`config.mk`:
```
export PLATFORM = sky130hd
export DESIGN_NAME = serial_pattern_generator
export DESIGN_NICKNAME = d
export VERILOG_FILES = /design/src/rtl/serial_pattern_generator.sv
export SDC_FILE = /design/constraint.sdc
export NUM_CORES = 1
export LEC_CHECK = 0
export ABC_CLOCK_PERIOD_IN_PS = 2800
export BUFFER_PORTS_ARGS = -buffer_cell sky130_fd_sc_hd__buf_2
export CORE_UTILIZATION = 53
export DETAILED_ROUTE_END_ITERATION = 10
export PLACE_DENSITY = 0.76
export SLEW_MARGIN = 30
export SYNTH_ARGS = -nofsm -noshare
export SYNTH_HDL_FRONTEND = slang
export SYNTH_SLANG_ARGS = --single-unit
export TNS_END_PERCENT = 100
```
`constraint.sdc`:
```
create_clock -name clk -period 2.8 [get_ports clk]
set_input_delay 0.84 -clock clk [delete_from_list [all_inputs] [get_ports clk]]
set_output_delay 0.84 -clock clk [all_outputs]
set_load 0.1 [all_outputs]
```
`src/rtl/serial_pattern_generator.sv`:
```
// Serial bit-pattern transmitter.
// A start request latches the pattern, length, repeat count and inter-repeat
// gap. The pattern is then shifted out MSB-first, one bit per clock, with a
// valid qualifier. Optional idle gaps separate the repeats, and a one-cycle
// done pulse follows the final bit.
//
//   state | meaning
//   ------+-------------------------------------------------------------
//   IDLE  | waiting for start; all outputs low
//   SHIFT | out carries pattern bits, valid high
//   GAP   | idle cycles between consecutive transmissions
//   DONE  | one-cycle done pulse, then back to IDLE
//
// out, valid, busy and done are all flops. They are loaded with the values
// that belong to the next state, so no input reaches an output
// combinationally.
module serial_pattern_generator #(
  parameter int WIDTH = 8
) (
  input  logic             clk,
  input  logic             rst,
  input  logic             start,
  input  logic [WIDTH-1:0] pattern,
  input  logic [3:0]       len,
  input  logic [3:0]       reps,
  input  logic [3:0]       gap,
  output logic             out,
  output logic             valid,
  output logic             busy,
  output logic             done,
  output logic [2:0]       state
);

  typedef enum logic [2:0] {
    ST_IDLE  = 3'd0,
    ST_SHIFT = 3'd1,
    ST_GAP   = 3'd2,
    ST_DONE  = 3'd3
  } state_t;

  localparam logic [3:0] W4 = 4'(WIDTH);

  state_t           state_q;
  logic [WIDTH-1:0] shreg_q;
  logic [WIDTH-1:0] pat_q;
  logic [3:0]       len_q;
  logic [3:0]       gap_q;
  logic [3:0]       bit_cnt_q;
  logic [3:0]       rep_cnt_q;
  logic [3:0]       gap_cnt_q;
  logic             out_q;
  logic             valid_q;
  logic             busy_q;
  logic             done_q;

  logic [3:0]       len_eff;
  logic [3:0]       reps_eff;
  logic [WIDTH-1:0] load_in;
  logic [WIDTH-1:0] load_pat;

  // Shift the pattern up so that bit l-1 lands in the MSB of the shift register.
  function automatic logic [WIDTH-1:0] align(input logic [WIDTH-1:0] p,
                                             input logic [3:0]       l);
    return p << (W4 - l);
  endfunction

  // Out-of-range length falls back to WIDTH, and zero repeats means one.
  always_comb begin
    len_eff  = ((len == 4'd0) || (len > W4)) ? W4 : len;
    reps_eff = (reps == 4'd0) ? 4'd1 : reps;
    load_in  = align(pattern, len_eff);
    load_pat = align(pat_q, len_q);
  end

  // Sequencer: state, counters, shift register and registered outputs.
  always_ff @(posedge clk) begin
    if (rst) begin
      state_q   <= ST_IDLE;
      shreg_q   <= '0;
      pat_q     <= '0;
      len_q     <= '0;
      gap_q     <= '0;
      bit_cnt_q <= '0;
      rep_cnt_q <= '0;
      gap_cnt_q <= '0;
      out_q     <= 1'b0;
      valid_q   <= 1'b0;
      busy_q    <= 1'b0;
      done_q    <= 1'b0;
    end else begin
      case (state_q)
        ST_IDLE: begin
          done_q <= 1'b0;
          if (start) begin
            pat_q     <= pattern;
            len_q     <= len_eff;
            gap_q     <= gap;
            shreg_q   <= load_in;
            bit_cnt_q <= len_eff - 4'd1;
            rep_cnt_q <= reps_eff - 4'd1;
            state_q   <= ST_SHIFT;
            out_q     <= load_in[WIDTH-1];
            valid_q   <= 1'b1;
            busy_q    <= 1'b1;
          end else begin
            out_q   <= 1'b0;
            valid_q <= 1'b0;
            busy_q  <= 1'b0;
          end
        end

        ST_SHIFT: begin
          if (bit_cnt_q == 4'd0) begin
            if (rep_cnt_q == 4'd0) begin
              state_q <= ST_DONE;
              out_q   <= 1'b0;
              valid_q <= 1'b0;
              done_q  <= 1'b1;
            end else if (gap_q != 4'd0) begin
              state_q   <= ST_GAP;
              gap_cnt_q <= gap_q - 4'd1;
              out_q     <= 1'b0;
              valid_q   <= 1'b0;
            end else begin
              // Back-to-back repeat: reload without leaving SHIFT.
              shreg_q   <= load_pat;
              bit_cnt_q <= len_q - 4'd1;
              rep_cnt_q <= rep_cnt_q - 4'd1;
              out_q     <= load_pat[WIDTH-1];
              valid_q   <= 1'b1;
            end
          end else begin
            shreg_q   <= shreg_q << 1;
            bit_cnt_q <= bit_cnt_q - 4'd1;
            out_q     <= shreg_q[WIDTH-2];
            valid_q   <= 1'b1;
          end
        end

        ST_GAP: begin
          if (gap_cnt_q == 4'd0) begin
            state_q   <= ST_SHIFT;
            shreg_q   <= load_pat;
            bit_cnt_q <= len_q - 4'd1;
            rep_cnt_q <= rep_cnt_q - 4'd1;
            out_q     <= load_pat[WIDTH-1];
            valid_q   <= 1'b1;
          end else begin
            gap_cnt_q <= gap_cnt_q - 4'd1;
            out_q     <= 1'b0;
            valid_q   <= 1'b0;
          end
        end

        ST_DONE: begin
          state_q <= ST_IDLE;
          out_q   <= 1'b0;
          valid_q <= 1'b0;
          busy_q  <= 1'b0;
          done_q  <= 1'b0;
        end

        default: begin
          // Unused encodings recover to IDLE.
          state_q <= ST_IDLE;
          out_q   <= 1'b0;
          valid_q <= 1'b0;
          busy_q  <= 1'b0;
          done_q  <= 1'b0;
        end
      endcase
    end
  end

  assign out   = out_q;
  assign valid = valid_q;
  assign busy  = busy_q;
  assign done  = done_q;
  assign state = state_q;

endmodule

```
==> reports/results.tsv, run 1 <==
stage	metric	value	unit
placed_design	pre-CTS WS	0.1279	ns
timing	RSZ-0062 raised after global routing	no	
power_and_ir_drop	Peak VDD IR	0.0005081	V
grt	GRT overflow	0	
clock_tree	deepest clock path buffer count	2	
final_layout	area grow syn2layout	10.37	%
placed_design	hpwl dp	4749	microns
critical_path	WP data arrival	2.54	ns
synth	distinct cell type count after synthesis	56	
synth	Post-Syn Area per Cell	8.481	sq um
timing	Worst-Margin Slew	0.6185	ns
clock_tree	Clock Sinks	41	
synth	Syn Nets	354	
power_and_ir_drop	power density cells	1012	nW/um^2
die	core footprint	4817	sq um
timing	setup TNS	0	ns
critical_path	crit-path max cell delay	0.50	ns
drt	# DRC	0	
critical_path	CP dominant cell by count	mux2i_1	
final_layout	sequential cell area	823.3	sq um
die	Ports	30	
timing	Clock Skew	0.006705	ns
timing	Final period util	84.82	%
clock_tree	htree depth	2	
final_layout	nets	380	
clock_tree	Post-CTS Hold Buffers	0	
final_layout	Fillers	444	
drt	Post-Route WL	6542	microns
placed_design	PortBufs	28	
drt	DR pass1 iterations	5	
synth	Post-synth EDFFs	0	
synth	synthesis-stage register bit count	41	
critical_path	CP endpoint kind	flop	
power_and_ir_drop	Static Leak	1.186	nW
clock_tree	CTS buffer count	5	
synth	sequential area share after synthesis	30.24	%
critical_path	crit path launch	len_q[1]$_SDFFE_PP0P_	
synth	dominant synthesized flop cell	dfxtp_1	
critical_path	r2r startpoint	len_q[1]$_SDFFE_PP0P_	
grt	largest net degree at the start of global routing	29	
critical_path	startpoint types	flop	
grt	gr usage total	26.04	%
synth	Synth Cell Area	2714	sq um
synth	FFs w/ async S/R, synth	0	%
clock_tree	Clock Latency Late Sink	0.29	ns
drt	Avg WL per Cell	15.84	microns
timing	Min Hold Slack	0.4653	ns
die	DIE WIDTH	73.56	microns
final_layout	ant diodes	0	
drt	DR vias	2531	
critical_path	Worst Path Max Fanout	9	
timing	# setup viols final	0	
final_layout	commonest non-fill, non-tap cell in the layout	nand2_1	
die	row cnt	25	
synth	post-synthesis cell count	320	
timing	fin crit period	2.375	ns
hold_path	hold crit path type	flop to flop	
critical_path	cell breakdown of the critical path	inv_1 -> ha_1 -> mux2i_1 -> mux2i_1 -> mux2_2 -> a221oi_1 -> o41ai_2	
clock_tree	CTS tree	yes	
die	initial core utilization	56.34	%
clock_tree	CTS resizes	0	
run	maxcap violations	0	
timing	Pins Over Slew Limit	0	
critical_path	WP buf/inv	1	
final_layout	most frequent cells in the layout	nand2_1 (49), dfxtp_1 (39), buf_2 (28)	
critical_path	family with the most delay on the worst path	multiplexers	
timing	Worst Slack Setup Final	0.4250	ns
outcome	outcome	finished, final reports clean	
placed_design	RePlAce Congestion	0.8825	
grt	initial antenna violation count	0	
placed_design	Post-Place Cell Area	2905	sq um
die	die area	5410	sq um
critical_path	critical path data required time	2.96	ns
final_layout	multi-input gate area in the final layout	1742	sq um
power_and_ir_drop	Design Power	3.032	mW
drt	DR iter-0 viols	212	
die	die height	73.56	microns
clock_tree	clk root buf	clkbuf_8	
clock_tree	Worst-path clk slew	0.08	ns
grt	vias in the first global route	2288	
drt	DRT antenna net count	0	
synth	Warnings, synthesis	0	
drt	Vias per Instance	6.128	
final_layout	fraction of final layout cells sized beyond drive strength 1	20.52	%
critical_path	CP max-delay cell	ha_1	
timing	Hold Violations, Final	0	
timing	Max-slew headroom	58.54	%
grt	first-pass GRT wire length	10840	microns
clock_tree	Post-CTS Setup Bufs	0	
critical_path	CP Class	flop to flop	
final_layout	post-route cell area	2995	sq um
timing	Fmax	421.0	MHz
hold_path	hold path startpoint	pat_q[7]$_SDFFE_PP0P_	
registers in the layout, summed over array words and instances (netlist names):
| name | cells |
|---|---|
| bit_cnt_q | 4 |
| done | 1 |
| pat_q | 8 |
| state | 2 |
| gap_cnt_q | 4 |
| valid | 1 |
| out | 1 |
| gap_q | 4 |
| rep_cnt_q | 4 |
| len_q | 4 |
| shreg_q | 7 |
| busy | 1 |
worst reg2reg max path: cells and delay by family (launching register included):
| kind | cells | cell delay [ns] |
|---|---|---|
| multiplexers | 3 | 0.71 |
| AO/OA/AOI/OAI | 2 | 0.59 |
| adder cells (fa/ha/maj) | 1 | 0.50 |
| flip-flops | 1 | 0.36 |
| buffers and inverters | 1 | 0.09 |
routing by layer:
layer | vias to the layer above | part of all wire, % | GRT usage [%]
met3 | 13 | 6.1 | 4.801
li1 | 1226 | - | -
met5 | - | 0 | 0
met4 | 0 | 1.5 | 8.120
met2 | 92 | 46 | 41.28
met1 | 1200 | 46 | 35.87
synth_stat cells (2+ instances only):
| cell | count | area (sq um) |
|---|---|---|
| nor2_1 | 26 | 97.59 |
| a221oi_1 | 2 | 17.52 |
| buf_6 | 4 | 45.04 |
| o211ai_1 | 3 | 22.52 |
| nor4_1 | 4 | 25.02 |
| o41ai_2 | 2 | 32.53 |
| a21oi_1 | 27 | 135.1 |
| nor2b_1 | 2 | 12.51 |
| a31oi_1 | 7 | 43.79 |
| nor3_1 | 10 | 50.05 |
| a32oi_1 | 6 | 52.55 |
| o22ai_1 | 3 | 18.77 |
| and2_1 | 5 | 31.28 |
| clkbuf_1 | 9 | 33.78 |
| nand3_1 | 4 | 20.02 |
| buf_4 | 2 | 15.01 |
| and3_1 | 3 | 18.77 |
| nand2_1 | 49 | 183.9 |
| a211oi_1 | 5 | 37.54 |
| mux4_2 | 8 | 180.2 |
| ha_1 | 11 | 137.6 |
| o21ai_0 | 6 | 30.03 |
| dfxtp_1 | 41 | 820.8 |
| xnor2_1 | 5 | 43.79 |
| nand4_1 | 3 | 18.77 |
| mux2_2 | 7 | 78.83 |
| mux2i_1 | 16 | 160.2 |
| o31a_1 | 2 | 17.52 |
| nand2b_1 | 3 | 18.77 |
| or3_1 | 2 | 12.51 |
| o31ai_1 | 4 | 30.03 |
| inv_1 | 12 | 45.04 |
| a311oi_1 | 4 | 35.03 |
cells by family after synthesis:
family                   synth area share (%)
AO/OA/AOI/OAI                           19.32
XOR/XNOR                                1.936
adder cells (fa/ha/maj)                 5.071
buffers and inverters                   5.854
flip-flops                              30.24
multiplexers                            15.44
other                                  0.1382
AND/OR/NAND/NOR                         21.99
power breakdown:
part           internal (mW)  leakage [nW]  total (mW)  switching, mW
combinational          0.645         0.805        1.77           1.12
sequential             0.744         0.337       0.868          0.124
clock                  0.195        0.0433       0.394          0.199
path summary, 6_finish.rpt:
kind,endpoint,slack [ns],depth (start not counted)
max,shreg_q[4]$_SDFFE_PP0P_,0.42,7
min,pat_q[7]$_SDFFE_PP0P_,0.47,2
max reg2reg,shreg_q[4]$_SDFFE_PP0P_,0.42,7
min reg2reg,pat_q[7]$_SDFFE_PP0P_,0.47,2
cell type report:
cell class / count / share of cell area [%]
Clock buffer: 6 / 2.757
Clock inverter: 1 / 0.2506
Multi-Input combinational cell: 248 / 58.15
Inverter: 13 / 1.629
Tap cell: 67 / 2.799
Timing Repair Buffer: 37 / 6.934
Sequential cell: 41 / 27.49
metrics by stage:
stage / cells / utilization, %
floorplan: 320 / -
global route: 413 / 62.18
CTS: 413 / 62.18
finish: 413 / 62.18
detailed placement: 406 / 60.31
global placement: 406 / 60.31
Note: power is estimated with default switching activity, not from simulation.
==> run 2, diff against run 1 <==
ABC_CLOCK_PERIOD_IN_PS = 2450   (was 2800)
CORE_UTILIZATION = 54   (was 53)
PLACE_DENSITY = 0.74   (was 0.76)
clock period = 2.45 ns   (was 2.8 ns; I/O delays follow)
==> run 2 against run 1 <==
Die area is 1.8% lower; global-route usage rose by 1.1 points; combinational power increased by 18%; utilization increased by 2.0 points; worst hold slack better by 0.018 ns; clock skew is 0.0031 ns lower; critical path depth stayed put; sequential cell count did not move; cell count rose by 1.5%; worst setup slack lost 0.27 ns; critical path type unchanged; register-to-register slack got worse by 0.27 ns.
==> reports/results.tsv, run 2 (synthesis results as in run 1) <==
stage	metric	value	unit	change
clock_tree	htree depth	2		unchanged
final_layout	ant diodes	0		unchanged
timing	RSZ-0062 raised after global routing	no		
critical_path	critical path data required time	2.62	ns	-0.34 ns
die	die area	5313	sq um	-1.8%
drt	DRT antenna net count	0		unchanged
critical_path	WP data arrival	2.47	ns	-0.07 ns
drt	DR pass1 iterations	6		+1
final_layout	Largest regs	pat_q x8, shreg_q x7		
critical_path	CP endpoint kind	flop		
power_and_ir_drop	Peak VDD IR	0.0005958	V	+17%
critical_path	Worst Path Max Fanout	9		unchanged
drt	Vias per Instance	6.007		-2.0%
die	DIE WIDTH	72.89	microns	-0.90%
power_and_ir_drop	Static Leak	1.226	nW	+3.4%
placed_design	PortBufs	28		unchanged
final_layout	area grow syn2layout	13.23	%	
clock_tree	Clock Latency Late Sink	0.29	ns	about the same
die	row cnt	25		unchanged
grt	GRT overflow	0		unchanged
clock_tree	Post-CTS Hold Buffers	0		unchanged
timing	fin crit period	2.298	ns	-0.07664 ns
final_layout	nets	385		+1.3%
clock_tree	Worst-path clk slew	0.08	ns	about the same
die	initial core utilization	56.71	%	+0.37 points
grt	largest net degree at the start of global routing	25		-14%
outcome	outcome	finished, final reports clean		
die	die height	72.89	microns	-0.90%
drt	Post-Route WL	6666	microns	+1.9%
clock_tree	Post-CTS Setup Bufs	0		unchanged
grt	first-pass GRT wire length	10900	microns	+0.58%
placed_design	RePlAce Congestion	0.9218		+4.5%
final_layout	Reg with most FFs	pat_q		
run	maxcap violations	0		unchanged
timing	Clock Skew	0.003633	ns	-0.003072 ns
timing	Final period util	93.81	%	+9.0 points
critical_path	CP Class	flop to flop		
final_layout	fraction of final layout cells sized beyond drive strength 1	22.73	%	+2.2 points
grt	initial antenna violation count	0		unchanged
clock_tree	Clock Sinks	41		unchanged
timing	# setup viols final	0		unchanged
die	core footprint	4786	sq um	-0.65%
placed_design	hpwl dp	4950	microns	+4.2%
timing	Fmax	435.1	MHz	+3.3%
power_and_ir_drop	power density cells	1175	nW/um^2	+16%
timing	setup TNS	0	ns	unchanged
clock_tree	CTS resizes	0		unchanged
clock_tree	CTS buffer count	5		unchanged
die	Ports	30		unchanged
drt	DR vias	2517		-0.55%
clock_tree	CTS tree	yes		
timing	Max-slew headroom	58.39	%	-0.15 points
timing	Min Hold Slack	0.4833	ns	+0.01798 ns
drt	Avg WL per Cell	15.91	microns	+0.44%
final_layout	max FFs per register	8		unchanged
final_layout	commonest non-fill, non-tap cell in the layout	nand2_1		
timing	Pins Over Slew Limit	0		unchanged
timing	Hold Violations, Final	0		unchanged
drt	DR iter-0 viols	210		-0.94%
timing	Worst-Margin Slew	0.6227	ns	+0.004174 ns
grt	vias in the first global route	2257		-1.4%
clock_tree	clk root buf	clkbuf_8		
drt	# DRC	0		unchanged
clock_tree	deepest clock path buffer count	2		unchanged
final_layout	most frequent cells in the layout	nand2_1 (49), dfxtp_1 (39), buf_2 (28)		
critical_path	startpoint types	flop		
grt	gr usage total	27.15	%	+1.1 points
hold_path	hold crit path type	flop to flop		
-- run 2: power by group --
group / switching [mW] / leakage (nW) / internal [mW]
registers: 0.140 / 0.338 / 0.854
logic: 1.30 / 0.836 / 0.776
clock network: 0.242 / 0.0518 / 0.300
total: 1.68 / 1.23 / 1.93
-- run 2: final timing paths --
path / start / end / slack, ns / cells past startpoint
max reg2reg: len_q[0]$_SDFFE_PP0P_ / shreg_q[4]$_SDFFE_PP0P_ / 0.15 / 7
max: len_q[0]$_SDFFE_PP0P_ / shreg_q[4]$_SDFFE_PP0P_ / 0.15 / 7
min: gap_cnt_q[3]$_SDFFE_PP0P_ / gap_cnt_q[3]$_SDFFE_PP0P_ / 0.48 / 2
min reg2reg: gap_cnt_q[3]$_SDFFE_PP0P_ / gap_cnt_q[3]$_SDFFE_PP0P_ / 0.48 / 2
-- run 2: final cells by class --
class / instances / area (sq um)
Tap cell: 67 / 83.83
Inverter: 13 / 50.05
Clock inverter: 3 / 41.29
Sequential cell: 41 / 828.3
Multi-Input combinational cell: 248 / 1755
Clock buffer: 5 / 68.82
Fill cell: 414 / 1713
Timing Repair Buffer: 42 / 245.2
-- run 2: routing by layer --
metal / wire [microns] / GRT usage, % / vias to the layer above / share of wire, %
met2: 3158 / 43.61 / 98 / 47
li1: - / - / 1232 / -
met5: 0 / 0 / - / 0
met3: 465 / 5.663 / 10 / 7.0
met4: 95 / 8.497 / 0 / 1.4
met1: 2948 / 36.62 / 1177 / 44
-- run 2: critical path: stages, from the launching register on --
cell and delay (ns):
dfxtp_1 0.33, inv_1 0.10, ha_2 0.46, mux2i_1 0.32, mux2i_1 0.13, mux2_2 0.31
a221oi_1 0.40, o41ai_2 0.12
-- run 2: stage by stage --
| stage | utilization, % | cell area [sq um] | std cells | worst slack, ns | power, mW |
|---|---|---|---|---|---|
| floorplan | - | 2749 | 320 | 0.04313 | 2.628 |
| global placement | 61.86 | 2960 | 411 | 0.03686 | 3.004 |
| detailed placement | 61.86 | 2960 | 411 | 0.008323 | 3.037 |
| CTS | 64.16 | 3070 | 419 | 0.1074 | 3.586 |
| global route | 64.21 | 3073 | 419 | 0.04591 | 3.871 |
| finish | 64.21 | 3073 | 419 | 0.1516 | 3.611 |
==> run 3, diff against run 2 <==
CTS_BUF_LIST = sky130_fd_sc_hd__clkbuf_16   (was not set)
==> run 3 against run 2 <==
Global-route usage down 0.32 points; worst hold slack worse by 0.0031 ns; via count about the same; utilization up 1.1 points; critical path depth unchanged; cell count unchanged; critical path type unchanged; largest cell class unchanged; largest power group unchanged.
==> reports/results.tsv, run 3 (synthesis results as in run 1) <==
stage	metric	value	unit	change
drt	DRT antenna net count	0		unchanged
power_and_ir_drop	Static Leak	1.253	nW	+2.2%
timing	Worst Slack Setup Final	0.1721	ns	+0.02049 ns
critical_path	crit-path max cell delay	0.52	ns	+0.06 ns
grt	gr usage total	26.83	%	-0.32 points
critical_path	startpoint types	flop		
timing	Fmax	439.0	MHz	+0.90%
placed_design	RePlAce Congestion	0.9218		unchanged
final_layout	Reg with most FFs	pat_q		
power_and_ir_drop	Net Sw Power	1.694	mW	+0.70%
critical_path	worst reg-to-reg path cell count	7		unchanged
final_layout	Largest regs	pat_q x8, shreg_q x7		
final_layout	commonest non-fill, non-tap cell in the layout	nand2_1		
grt	first-pass GRT wire length	10840	microns	-0.58%
final_layout	area grow syn2layout	15.21	%	
placed_design	placed cell count	411		unchanged
placed_design	Post-Place Cell Area	2960	sq um	unchanged
final_layout	post-route cell area	3127	sq um	+1.8%
drt	DR vias	2519		+0.079%
grt	initial antenna violation count	0		unchanged
power_and_ir_drop	Peak VDD IR	0.0006105	V	+2.5%
die	row cnt	25		unchanged
critical_path	WP buf/inv	1		unchanged
run	maxcap violations	0		unchanged
final_layout	most frequent cells in the layout	nand2_1 (49), dfxtp_1 (39), buf_2 (28)		
grt	vias in the first global route	2260		+0.13%
clock_tree	deepest clock path buffer count	2		unchanged
clock_tree	Post-CTS Setup Bufs	0		unchanged
power_and_ir_drop	Clk pwr share	19.5	%	+4.5 points
hold_path	hold crit path type	flop to flop		
drt	DR iter-0 viols	254		+21%
final_layout	ant diodes	0		unchanged
die	core footprint	4786	sq um	unchanged
power_and_ir_drop	Internal	2.105	mW	+9.1%
critical_path	CP endpoint kind	flop		
critical_path	WP data arrival	2.43	ns	-0.04 ns
placed_design	PortBufs	28		unchanged
clock_tree	Clock Sinks	41		unchanged
timing	Worst-Margin Slew	0.5998	ns	-0.02287 ns
final_layout	Final Util	65.33	%	+1.1 points
drt	Post-Route WL	6622	microns	-0.66%
clock_tree	Post-CTS Hold Buffers	0		unchanged
power_and_ir_drop	Net Sw Frac	44.58	%	-2.0 points
drt	# DRC	0		unchanged
clock_tree	clk root buf	clkbuf_16		
die	die height	72.89	microns	unchanged
clock_tree	htree depth	2		unchanged
grt	GRT overflow	0		unchanged
clock_tree	CTS buffer count	5		unchanged
final_layout	fraction of final layout cells sized beyond drive strength 1	22.44	%	-0.28 points
clock_tree	CTS resizes	0		unchanged
die	Ports	30		unchanged
final_layout	max FFs per register	8		unchanged
timing	Hold Violations, Final	0		unchanged
placed_design	hpwl dp	4950	microns	unchanged
power_and_ir_drop	power density cells	1215	nW/um^2	+3.4%
power_and_ir_drop	Seq pwr share	26.3	%	-1.2 points
clock_tree	CTS tree	yes		
placed_design	pre-CTS WS	0.008323	ns	unchanged
critical_path	critical path data required time	2.60	ns	-0.02 ns
power_and_ir_drop	Combinational Power Share	54.3	%	-3.2 points
timing	fin crit period	2.278	ns	-0.02049 ns
drt	DR pass1 iterations	5		-1
drt	Avg WL per Cell	15.80	microns	-0.66%
outcome	outcome	finished, final reports clean		
final_layout	fin cells	419		unchanged
power_and_ir_drop	Design Power	3.799	mW	+5.2%
timing	setup TNS	0	ns	unchanged
critical_path	CP Class	flop to flop		
critical_path	cell breakdown of the critical path	inv_1 -> ha_1 -> mux2i_1 -> mux2i_1 -> mux2_2 -> a221oi_1 -> o41ai_2		
timing	# setup viols final	0		unchanged
die	die area	5313	sq um	unchanged
clock_tree	Worst-path clk slew	0.06	ns	-0.02 ns
timing	Max-slew headroom	59.92	%	+1.5 points
timing	RSZ-0062 raised after global routing	no		
critical_path	WP depth	7		unchanged
critical_path	family with the most delay on the worst path	multiplexers		
timing	Final period util	92.98	%	-0.84 points
clock_tree	Clock Latency Late Sink	0.28	ns	about the same
die	initial core utilization	56.71	%	unchanged
final_layout	nets	385		unchanged
critical_path	Worst Path Max Fanout	9		unchanged
drt	Vias per Instance	6.012		about the same
timing	Pins Over Slew Limit	0		unchanged
critical_path	CP max-delay cell	ha_1		
critical_path	CP dominant cell by count	mux2i_1		
die	DIE WIDTH	72.89	microns	unchanged
timing	Min Hold Slack	0.4802	ns	-0.003090 ns
timing	Clock Skew	0.004572	ns	+0.0009388 ns
grt	largest net degree at the start of global routing	25		unchanged
hold_path	Hold Path Depth	2		unchanged
-- run 3: cell counts in the layout (fill, tap and decap cells not counted) --
No cell type changed its count.
-- run 3: layout make-up --
| class | instances | area, sq um |
|---|---|---|
| Multi-Input combinational cell | 248 | 1753 |
| Fill cell | 399 | 1659 |
| Sequential cell | 41 | 828.3 |
| Timing Repair Buffer | 42 | 245.2 |
| Clock buffer | 5 | 125.1 |
| Tap cell | 67 | 83.83 |
| Inverter | 13 | 50.05 |
| Clock inverter | 3 | 41.29 |
-- run 3: final timing paths --
check,slack [ns],startpoint,end
setup / recovery,0.17,len_q[0]$_SDFFE_PP0P_,shreg_q[4]$_SDFFE_PP0P_
hold / removal,0.48,gap_cnt_q[3]$_SDFFE_PP0P_,gap_cnt_q[3]$_SDFFE_PP0P_
hold reg to reg,0.48,gap_cnt_q[3]$_SDFFE_PP0P_,gap_cnt_q[3]$_SDFFE_PP0P_
setup reg to reg,0.17,len_q[0]$_SDFFE_PP0P_,shreg_q[4]$_SDFFE_PP0P_
-- run 3: worst reg2reg max path, delay by kind of cell (launching register included) --
kind | cells | cell delay (ns)
adders and majority gates | 1 | 0.52
AOI/OAI and AO/OA | 2 | 0.49
muxes | 3 | 0.71
DFF | 1 | 0.32
buffers and inverters | 1 | 0.10
-- run 3: per-layer routing --
| layer | GRT usage, % | share of wire (%) | vias up |
|---|---|---|---|
| li1 | - | - | 1236 |
| met5 | 0 | 0 | - |
| met2 | 42.06 | 47 | 106 |
| met4 | 10.68 | 2.5 | 0 |
| met3 | 4.972 | 6.5 | 15 |
| met1 | 36.57 | 44 | 1162 |
-- run 3: power by group through the flow --
| stage | logic (mW) | clock network [mW] | registers (mW) |
|---|---|---|---|
| 6_report | 2.06 | 0.740 | 0.998 |
| 5_1_grt | 2.27 | 0.773 | 1.02 |
| 4_1_cts | 2.04 | 0.748 | 0.993 |
| 3_5_place_dp | 2.03 | 0 | 1.00 |
| 3_3_place_gp | 2.00 | 0 | 1.00 |
| 2_1_floorplan | 1.43 | 0 | 1.20 |
